<file path="src/rtl/fetch_stage.sv">
// fetch_stage: instruction fetch for the 16-bit SIMPLE-style core.
// Owns the PC, keeps at most one word-addressed request outstanding, latches
// the returned word into the IR and presents decoder fields under valid/ready.
// Taken branches/jumps from execute redirect the PC and squash the held or
// in-flight instruction.
// Optional feature macro: SIMPLE_HLT_EN. When defined, accepting an HLT
// (op1=11, op3=1111) stops fetch until reset.
module fetch_stage #(
    parameter int PC_W     = 16,
    parameter int RESET_PC = 0
) (
    input  logic            clk,
    input  logic            rst_n,
    output logic            imem_req,
    output logic [PC_W-1:0] imem_addr,
    input  logic [15:0]     imem_rdata,
    input  logic            imem_valid,
    input  logic            redirect,
    input  logic [PC_W-1:0] redirect_pc,
    input  logic            insn_ready,
    output logic            insn_valid,
    output logic [15:0]     insn,
    output logic [1:0]      op1,
    output logic [2:0]      op2,
    output logic [2:0]      cond,
    output logic [3:0]      op3,
    output logic [2:0]      rs,
    output logic [2:0]      rd,
    output logic [7:0]      d8,
    output logic [3:0]      d4,
    output logic [PC_W-1:0] insn_pc,
    output logic            halted
);

    typedef enum logic [1:0] {
        S_IDLE   = 2'd0,
        S_WAIT   = 2'd1,
        S_HALTED = 2'd2
    } state_t;

    localparam logic [PC_W-1:0] PC_RST = PC_W'(RESET_PC);
    localparam logic [PC_W-1:0] PC_ONE = PC_W'(1);

    state_t          state_q, state_d;
    logic [PC_W-1:0] pc_q, pc_d;
    logic [15:0]     ir_q, ir_d;
    logic            valid_q, valid_d;
    logic [PC_W-1:0] insn_pc_q, insn_pc_d;
    logic [PC_W-1:0] req_addr_q, req_addr_d;
    logic            discard_q, discard_d;

    logic accept;
    logic is_hlt;
    logic redir;
    logic halt_now;
    logic issue;

`ifdef SIMPLE_HLT_EN
    assign is_hlt = (ir_q[15:14] == 2'b11) && (ir_q[7:4] == 4'hF);
`else
    assign is_hlt = 1'b0;
`endif

    assign accept   = valid_q & insn_ready;
    // Once halted, redirects from execute no longer steer fetch.
    assign redir    = redirect & (state_q != S_HALTED);
    // A squashing redirect in the same cycle wins over an HLT acceptance.
    assign halt_now = accept & is_hlt & ~redir;
    assign issue    = (state_q == S_IDLE) & (~valid_q | accept) & ~redir & ~halt_now;

    // Request is combinational off the IDLE state so a refill can go out in
    // the very cycle the held instruction is consumed; masked while in reset.
    assign imem_req  = issue & rst_n;
    assign imem_addr = imem_req ? pc_q : '0;

    // Next-state, PC, IR and discard bookkeeping; redirect has top priority.
    always_comb begin
        state_d    = state_q;
        pc_d       = pc_q;
        ir_d       = ir_q;
        valid_d    = valid_q & ~accept;
        insn_pc_d  = insn_pc_q;
        req_addr_d = req_addr_q;
        discard_d  = discard_q;
        case (state_q)
            S_IDLE: begin
                if (redir) begin
                    pc_d    = redirect_pc;
                    valid_d = 1'b0;
                end else if (halt_now) begin
                    state_d = S_HALTED;
                end else if (issue) begin
                    state_d    = S_WAIT;
                    pc_d       = pc_q + PC_ONE;
                    req_addr_d = pc_q;
                end
            end
            S_WAIT: begin
                if (redir) begin
                    pc_d    = redirect_pc;
                    valid_d = 1'b0;
                    if (imem_valid) begin
                        // Response lands with the redirect: drop it here.
                        state_d   = S_IDLE;
                        discard_d = 1'b0;
                    end else begin
                        discard_d = 1'b1;
                    end
                end else if (imem_valid) begin
                    state_d   = S_IDLE;
                    discard_d = 1'b0;
                    if (!discard_q) begin
                        ir_d      = imem_rdata;
                        insn_pc_d = req_addr_q;
                        valid_d   = 1'b1;
                    end
                end
            end
            S_HALTED: begin
                valid_d = 1'b0;
            end
            default: begin
                state_d = S_IDLE;
            end
        endcase
    end

    // State and datapath registers, cleared asynchronously by rst_n.
    always_ff @(posedge clk or negedge rst_n) begin
        if (!rst_n) begin
            state_q    <= S_IDLE;
            pc_q       <= PC_RST;
            ir_q       <= '0;
            valid_q    <= 1'b0;
            insn_pc_q  <= '0;
            req_addr_q <= '0;
            discard_q  <= 1'b0;
        end else begin
            state_q    <= state_d;
            pc_q       <= pc_d;
            ir_q       <= ir_d;
            valid_q    <= valid_d;
            insn_pc_q  <= insn_pc_d;
            req_addr_q <= req_addr_d;
            discard_q  <= discard_d;
        end
    end

    // Decoder fields are plain slices; op2/rs and cond/rd overlap on purpose.
    assign insn       = ir_q;
    assign insn_valid = valid_q;
    assign insn_pc    = insn_pc_q;
    assign op1        = ir_q[15:14];
    assign op2        = ir_q[13:11];
    assign cond       = ir_q[10:8];
    assign op3        = ir_q[7:4];
    assign rs         = ir_q[13:11];
    assign rd         = ir_q[10:8];
    assign d8         = ir_q[7:0];
    assign d4         = ir_q[3:0];

`ifdef SIMPLE_HLT_EN
    assign halted = (state_q == S_HALTED);
`else
    assign halted = 1'b0;
`endif

endmodule

</file>
<file path="config.mk">
export PLATFORM = sky130hd
export DESIGN_NAME = fetch_stage
export DESIGN_NICKNAME = d
export VERILOG_FILES = /design/src/rtl/fetch_stage.sv
export SDC_FILE = /design/constraint.sdc
export NUM_CORES = 1
export LEC_CHECK = 0
export ABC_AREA = 1
export CAP_MARGIN = 20
export CORE_UTILIZATION = 41
export CTS_BUF_LIST = sky130_fd_sc_hd__clkbuf_16
export DETAILED_ROUTE_END_ITERATION = 8
export GPL_TIMING_DRIVEN = 0
export MAX_ROUTING_LAYER = met4
export PLACE_DENSITY = 0.78
export SETUP_SLACK_MARGIN = 0.4
export SYNTH_ARGS = -nofsm -noshare
export SYNTH_HDL_FRONTEND = slang
export SYNTH_SLANG_ARGS = --single-unit
export TNS_END_PERCENT = 50
</file>
<file path="constraint.sdc">
create_clock -name clk -period 1.7 [get_ports clk]
set_clock_uncertainty 0.1 [all_clocks]
set_input_delay 0.425 -clock clk [delete_from_list [all_inputs] [get_ports clk]]
set_output_delay 0.425 -clock clk [all_outputs]
set_load 0.02 [all_outputs]
</file>
==> results of run 1 <==
cells by family (layout without fill, tap and decap cells):
family          count (synthesis)  after routing  synth area share [%]
simple gates                  164            165                 20.32
fa+ha+maj                       1              1                0.3668
compound gates                 48             48                 7.190
xor+xnor                        4              4                 1.027
other cells                     1              1                0.1099
flops                          67             67                 49.16
mux                            22             22                 7.593
buf+inv                        87            275                 14.23
worst paths after layout:
path	endpoint	start	cells past startpoint
max	imem_addr[7]	insn_valid$_DFF_PN0_	7
min	pc_q[13]$_DFFE_PN0P_	rst_n	1
max reg2reg	pc_q[6]$_DFFE_PN0P_	insn_valid$_DFF_PN0_	10
min reg2reg	req_addr_q[4]$_DFFE_PN0P_	req_addr_q[4]$_DFFE_PN0P_	2
max in group asynchronous	insn[6]$_DFFE_PN0P_	rst_n	1
min in group clk	pc_q[7]$_DFFE_PN0P_	redirect	3
routing by layer:
layer	GRT usage, %	part of all wire [%]
met5	-	0
met3	5.122	6.6
met4	6.026	1.8
met2	45.89	55
met1	28.42	37
sequential cells by signal, summed over array words and instances (netlist names):
name and count:
pc_q 16, req_addr_q 16, insn_valid 1, discard_q 1
state_q 1, insn 16, insn_pc 16
metrics by stage:
step	hold WS, ns	std cells	cell area [um^2]	setup TNS [ns]	setup slack (ns)
5_1_grt	0.06013	685	6036	-7.770	-0.5265
2_1_floorplan	0.02941	394	3522	-1.312	-0.1028
6_report	0.01866	685	6036	-6.513	-0.4668
4_1_cts	0.03797	664	5739	-6.562	-0.4717
3_3_place_gp	0.3677	611	4801	-208.90	-3.219
3_5_place_dp	0.3747	611	4798	-30.29	-1.210
timing repair:
action,CTS,global route
gates resized for setup,553,50
endpoints found under the hold margin,0,0
pin swaps,9,15
setup buffers,35,18
setup endpoints to repair,146,146
gates cloned,2,3
layout by cell type, fill, tap and decap left out, drive strengths merged:
cell / Yosys / layout
buf: 40 / 181
nand2: 101 / 102
dfrtp: 67 / 67
inv: 43 / 43
o21ai: 39 / 39
nor2: 36 / 36
clkdlybuf4s50: 0 / 32
nand3: 23 / 23
mux2: 22 / 22
clkbuf: 4 / 10
a21oi: 5 / 5
clkinv: 0 / 5
xor2: 4 / 4
nand4: 4 / 4
o22ai: 3 / 3
dlygate4sd2: 0 / 2
a31oi: 1 / 1
ha: 1 / 1
conb: 1 / 1
clkinvlp: 0 / 1
bufinv: 0 / 1
area by class of cell:
cell class	instances	area share [%]
Inverter	43	2.757
Clock buffer	9	3.731
Sequential cell	67	27.86
Buffer	44	8.520
Multi-Input combinational cell	241	24.13
Clock inverter	7	1.140
Tap cell	102	2.114
Timing Repair Buffer	172	29.75
power by group:
group          switching [uW]  leakage, uW  internal (uW)  total [uW]
logic                    2360      0.00199           2990        5360
clock network             695     0.000143           1130        1820
registers                 528     0.000819           2160        2690
total                    3590      0.00295           6280        9870
==> summary.txt, run 1 <==
Flow run
  – Max-capacitance violation count: 0

CTS
  – Clock transition at the register clock pins on the worst setup and hold paths after CTS: 0.06 ns
  – Number of sinks handled by clock tree synthesis: 67
  – TritonCTS clock tree: done
  – Cell at the root of the clock tree: sky130_fd_sc_hd__clkbuf_16
  – Maximum buffer depth of the clock tree: 2
  – Number of buffers added by the clock tree synthesis step: 9
  – Skew-Pair Late Insertion Delay: 0.33 ns
  – Cts hold-fix bufs: 0
  – H-tree Lvls: 3

Synth
  – Area of the mapped netlist: 0.003411 mm^2
  – Register bit count reported by yosys: 67
  – Dominant cells by area after synthesis: sky130_fd_sc_hd__dfrtp_1 (49%), sky130_fd_sc_hd__nand2_1 (11%), sky130_fd_sc_hd__buf_4 (6.8%), sky130_fd_sc_hd__mux2_2 (5.3%), sky130_fd_sc_hd__o21ai_0 (4.7%)
  – Synth cell count leaders: sky130_fd_sc_hd__nand2_1 (100), sky130_fd_sc_hd__dfrtp_1 (67), sky130_fd_sc_hd__inv_1 (41)
  – Synth Warn #: 0
  – Most frequent cell after synthesis: sky130_fd_sc_hd__nand2_1
  – Unique masters post-synth: 27
  – Cells after Synth: 394
  – Synthesized net count: 432
  – Post-synthesis average cell area: 8.657 um^2
  – Area share of the largest cell type after synthesis: 49.16%
  – Cell type with the highest aggregate area in the netlist: sky130_fd_sc_hd__dfrtp_1
  – Dominant register cell in the synthesized netlist: sky130_fd_sc_hd__dfrtp_1
  – Share of flip-flops with an asynchronous set or reset after synthesis: 100.0%
  – Fraction of the yosys area taken by sequential cells: 49.16%
  – Number of enable flip-flop cells after synthesis: 0

Routing
  – Final Routed Wirelength: 11070 um
  – Number of design rule violations left after detail routing: 0
  – Routed vias/inst: 4.912
  – Avg WL per Cell: 16.16 um
  – Antenna-violating nets left: 0
  – Router iterations before antenna repair: 4
  – DRT iter0 DRCs: 145
  – Total via count in the routed design: 3365

STA
  – Unrepaired setup endpoints after global routing: yes
  – Setup ws final: -0.4668 ns
  – Max transition margin: 55.91%
  – Number of setup violations in the final report: 24
  – Max Clock Freq: 0.4615 GHz
  – Tcrit/Tclk final: 127.5%
  – Final Hold Viols: 0
  – Worst Tran Pin Value: 0.6613 ns
  – Time the worst path needs with I/O delays and setup: 2.167 ns
  – Count of pins over their slew limit: 0

Floorplanning
  – Floorplan row count: 32
  – Floorplan core area: 0.007888 mm^2
  – Die Footprint: 0.008688 mm^2
  – Total I/O pin count: 118
  – Starting utilization of the core area: 43.24%
  – Die Span X: 93.21 um
  – Height of the chip: 93.21 um

Finish
  – Area taken by flip-flops and latches: 0.001682 mm^2
  – Number of antenna diodes: 0
  – Area used by multi-input combinational logic: 0.001456 mm^2
  – Synth-to-Final Area Change: 76.96%
  – Core occupancy in the finished layout: 76.52%
  – Share of layout cells above drive strength 1: 43.57%
  – Fill cell instance count of the final layout: 499
  – Final net count: 616

Power and ir drop
  – Power per cell area: 1635 mW/mm^2
  – Post-route total power: 9867 uW
  – Maximum ir drop on the vdd rail: 0.7089 mV
  – Leakage power: 0.002955 uW

GRT
  – Antenna violations before repair: 0
  – Overall Global Routing Usage: 25.24%
  – Global-route wire length before repair: 16200 um
  – Number of global-route vias before repair: 3248
  – Overflow after GRT: 0
  – Maximum number of pins on one net before global-route repair: 70

Setup path
  – Reg2reg setup slack: 0.04 ns
  – Chain of cells forming the critical path: nand2_2 > inv_4 > nor2_8 > nand2_8 > buf_12 > nor2_4 > buf_6
  – Nature of the critical path endpoint: output pin
  – Library cell contributing the largest single delay on the critical path: sky130_fd_sc_hd__dfrtp_1
  – Peak fanout along the critical path: 5
  – Count of buffering cells on the critical path with inverters included: 3
  – Critical path start-end classification: register to output pin
  – Required time of the worst setup path: 1.17 ns
  – Largest incremental delay on the critical path: 0.40 ns
  – Arrival @ worst endpoint: 1.64 ns
  – CP delay by family, top: simple AND/OR/NAND/NOR gates
  – Startpoint types: register

Placement
  – Number of port buffers: 115
  – GPL Wtd Cong: 0.9017
  – HPWL after detailed placement: 6054 um

Run status
  – Run status: finished, violations left
  – Violations in the final reports: setup timing

Worst hold path
  – Min-Delay Path Class: input port to asynchronous set/reset pin
No activity file was read; power rests on OpenSTA's default activity.
==> inputs of run 2 (changes only) <==
--- a/config.mk
+++ b/config.mk
@@ -6,6 +6,7 @@
 export NUM_CORES = 1
 export LEC_CHECK = 0
 export ABC_AREA = 1
+export ABC_CLOCK_PERIOD_IN_PS = 1700
 export CAP_MARGIN = 20
 export CORE_UTILIZATION = 41
 export CTS_BUF_LIST = sky130_fd_sc_hd__clkbuf_16
==> results of run 2 <==
The final DEF is identical to that of run 1; final timing and power are the same.
==> inputs of run 3 (changes only) <==
--- a/config.mk
+++ b/config.mk
@@ -12,7 +12,6 @@
 export CTS_BUF_LIST = sky130_fd_sc_hd__clkbuf_16
 export DETAILED_ROUTE_END_ITERATION = 8
 export GPL_TIMING_DRIVEN = 0
-export MAX_ROUTING_LAYER = met4
 export PLACE_DENSITY = 0.78
 export SETUP_SLACK_MARGIN = 0.4
 export SYNTH_ARGS = -nofsm -noshare
==> run 3 against run 2 <==
The flow still finishes with violations (setup timing). Total power rose by 3.5%. Wire length rose by 12%. Flip-flop and latch count did not move. Final area rose by 2.7%. Largest power group unchanged.
==> summary.txt, run 3 (synthesized netlist as in run 1, its figures left out) <==
GRT
  – Overflow after GRT: 0 (unchanged)
  – Maximum number of pins on one net before global-route repair: 70 (unchanged)
  – Global-route wire length before repair: 17100 um (was 16200 um)
  – Global routing usage on met3: 5.285% (was 5.122%)
  – Number of global-route vias before repair: 3414 (was 3248)
  – Met2 usage in global routing: 47.92% (was 45.89%)
  – Overall Global Routing Usage: 26.19% (was 25.24%)
  – Most Used Layer, Global Route: met2 (unchanged)
  – M1 GR Usage: 29.91% (was 28.42%)
  – Antenna violations before repair: 0 (unchanged)

Setup path
  – Required time of the worst setup path: 1.17 ns (about the same)
  – Arrival @ worst endpoint: 1.63 ns (was 1.64 ns)
  – Peak fanout along the critical path: 5 (unchanged)
  – Nature of the critical path endpoint: output pin (unchanged)
  – Largest incremental delay on the critical path: 0.42 ns (was 0.40 ns)
  – Chain of cells forming the critical path: nor2_4 > inv_4 > nor2_8 > nand2_8 > buf_12 > nor2_4 > buf_6 (was nand2_2 > inv_4 > nor2_8 > nand2_8 > buf_12 > nor2_4 > buf_6)
  – Library cell contributing the largest single delay on the critical path: sky130_fd_sc_hd__dfrtp_2 (was sky130_fd_sc_hd__dfrtp_1)
  – Critical path start-end classification: register to output pin (unchanged)
  – Startpoint types: register (unchanged)
  – Most used cell along the critical path: sky130_fd_sc_hd__nor2_4

Power and ir drop
  – Clock share of power: 17.5% (was 18.5%)
  – Logic pwr share: 56.1% (was 54.3%)
  – Post-route total power: 10220 uW (was 9867 uW)
  – Sequential power share: 26.3% (was 27.3%)
  – Leakage power: 0.003081 uW (was 0.002955 uW)
  – Maximum ir drop on the vdd rail: 0.7414 mV (was 0.7089 mV)
  – Switching Share: 36.76% (was 36.34%)
  – Internal Dissipation: 6460 uW (was 6281 uW)
  – Power per cell area: 1648 mW/mm^2 (was 1635 mW/mm^2)
  – Switching component of the power: 3756 uW (was 3586 uW)

Routing
  – Number of design rule violations left after detail routing: 0 (unchanged)
  – Total via count in the routed design: 3496 (was 3365)
  – Routed vias/inst: 5.052 (was 4.912)
  – Final Routed Wirelength: 12430 um (was 11070 um)
  – Avg WL per Cell: 17.96 um (was 16.16 um)
  – Router iterations before antenna repair: 4 (unchanged)
  – Antenna-violating nets left: 0 (unchanged)
  – DRT iter0 DRCs: 173 (was 145)

Run status
  – Violations in the final reports: setup timing (unchanged)
  – Run status: finished, violations left (unchanged)

CTS
  – Cell at the root of the clock tree: sky130_fd_sc_hd__clkbuf_16 (unchanged)
  – Clock transition at the register clock pins on the worst setup and hold paths after CTS: 0.06 ns (about the same)
  – Number of sinks handled by clock tree synthesis: 67 (unchanged)
  – Maximum buffer depth of the clock tree: 2 (unchanged)
  – TritonCTS clock tree: done (unchanged)
  – H-tree Lvls: 3 (unchanged)
  – Cts hold-fix bufs: 0 (unchanged)
  – Number of buffers added by the clock tree synthesis step: 9 (unchanged)
  – Skew-Pair Late Insertion Delay: 0.33 ns (about the same)

STA
  – Time the worst path needs with I/O delays and setup: 2.155 ns (was 2.167 ns)
  – Tcrit/Tclk final: 126.7% (was 127.5%)
  – Number of setup violations in the final report: 47 (was 24)
  – Unrepaired setup endpoints after global routing: yes (unchanged)
  – Max Clock Freq: 0.4641 GHz (was 0.4615 GHz)
  – Worst Tran Pin Value: 0.6743 ns (was 0.6613 ns)
  – Setup ws final: -0.4547 ns (was -0.4668 ns)
  – Final Hold Viols: 0 (unchanged)
  – Max transition margin: 55.05% (was 55.91%)
  – Setup tns final: -8.312 ns (was -6.513 ns)
  – Count of pins over their slew limit: 0 (unchanged)

Finish
  – Number of antenna diodes: 0 (unchanged)
  – Synth-to-Final Area Change: 81.69% (was 76.96%)
  – Share of layout cells above drive strength 1: 46.44% (was 43.57%)
  – Leading cell types in the layout, fill and taps excluded: sky130_fd_sc_hd__buf_6 (143), sky130_fd_sc_hd__nand2_1 (94), sky130_fd_sc_hd__dfrtp_1 (62), sky130_fd_sc_hd__inv_1 (39), sky130_fd_sc_hd__buf_4 (35) (was sky130_fd_sc_hd__buf_6 (141), sky130_fd_sc_hd__nand2_1 (99), sky130_fd_sc_hd__dfrtp_1 (63), sky130_fd_sc_hd__inv_1 (37), sky130_fd_sc_hd__buf_4 (33))
  – Final net count: 625 (was 616)
  – Most frequent standard cell in the layout excluding fill and tap cells: sky130_fd_sc_hd__buf_6 (unchanged)

Placement
  – HPWL after detailed placement: 6150 um (was 6054 um)
  – Number of port buffers: 115 (unchanged)
  – GPL Wtd Cong: 0.8917 (was 0.9017)

Worst hold path
  – Min-Delay Path Class: input port to asynchronous set/reset pin (unchanged)

Floorplanning
  – Floorplan row count: 32 (unchanged)
  – Floorplan core area: 0.007888 mm^2 (unchanged)
  – Die Footprint: 0.008688 mm^2 (unchanged)
  – Starting utilization of the core area: 43.24% (unchanged)
  – Total I/O pin count: 118 (unchanged)
  – Die Span X: 93.21 um (unchanged)
  – Height of the chip: 93.21 um (unchanged)

Flow run
  – Max-capacitance violation count: 0 (unchanged)
## run 3: path summary, 6_finish.rpt
path	from	endpoint	slack, ns	cells past startpoint
max	state_q[0]$_DFFE_PN0P_	imem_addr[7]	-0.45	7
min	rst_n	pc_q[13]$_DFFE_PN0P_	0.008	1
max reg2reg	state_q[0]$_DFFE_PN0P_	pc_q[6]$_DFFE_PN0P_	-0.08	12
min reg2reg	req_addr_q[4]$_DFFE_PN0P_	req_addr_q[4]$_DFFE_PN0P_	0.39	2
max in group asynchronous	rst_n	state_q[0]$_DFFE_PN0P_	0.99	1
min in group clk	redirect	pc_q[5]$_DFFE_PN0P_	0.30	3
## run 3: stage by stage
step	hold slack [ns]	utilization [%]	instance area, um^2	worst slack [ns]	instances
after global placement	0.3683	60.87	4801	-3.227	611
after detailed placement	0.3741	60.83	4798	-1.218	611
after floorplan	0.02941	-	3522	-0.1028	394
after CTS	0.04191	73.26	5778	-0.4449	665
after global routing	0.05045	78.57	6197	-0.5153	692
final	0.007769	78.57	6197	-0.4547	692
## run 3: critical path, delay by kind of cell (launching register included)
kind,cells,cell delay (ns)
buffers and inverters,3,0.39
and+or+nand+nor,4,0.49
DFF,1,0.42
## run 3: power by group through the flow
stage | clock network, uW | registers (uW) | logic (uW)
finish | 1790 | 2690 | 5730
global route | 1880 | 2750 | 6010
CTS | 1760 | 2620 | 4970
detailed placement | 0 | 2610 | 3770
global placement | 0 | 2580 | 3690
floorplan | 0 | 2940 | 1730
## run 3: metal layers
| layer | routed length, um | up-vias |
|---|---|---|
| met2 | 6756 | 160 |
| met4 | 422 | 0 |
| met1 | 4411 | 1690 |
| li1 | - | 1610 |
| met3 | 839 | 36 |
| met5 | 0 | - |
## run 3: final cells by class
| cell class | instances | area [um^2] |
|---|---|---|
| Clock inverter | 5 | 47.55 |
| Tap cell | 102 | 127.6 |
| Buffer | 44 | 523.0 |
| Inverter | 43 | 171.4 |
| Fill cell | 481 | 1690 |
| Multi-Input combinational cell | 242 | 1538 |
| Sequential cell | 67 | 1683 |
| Timing Repair Buffer | 180 | 1882 |
| Clock buffer | 9 | 225.2 |
## run 3: repair_timing
action | 4_1_cts | 5_1_grt
hold endpoints to repair | 0 | 0
gates resized for setup | 566 | 66
setup buffers | 38 | 24
cloned | 2 | 3
setup endpoints to repair | 146 | 146
pin swaps | 14 | 10
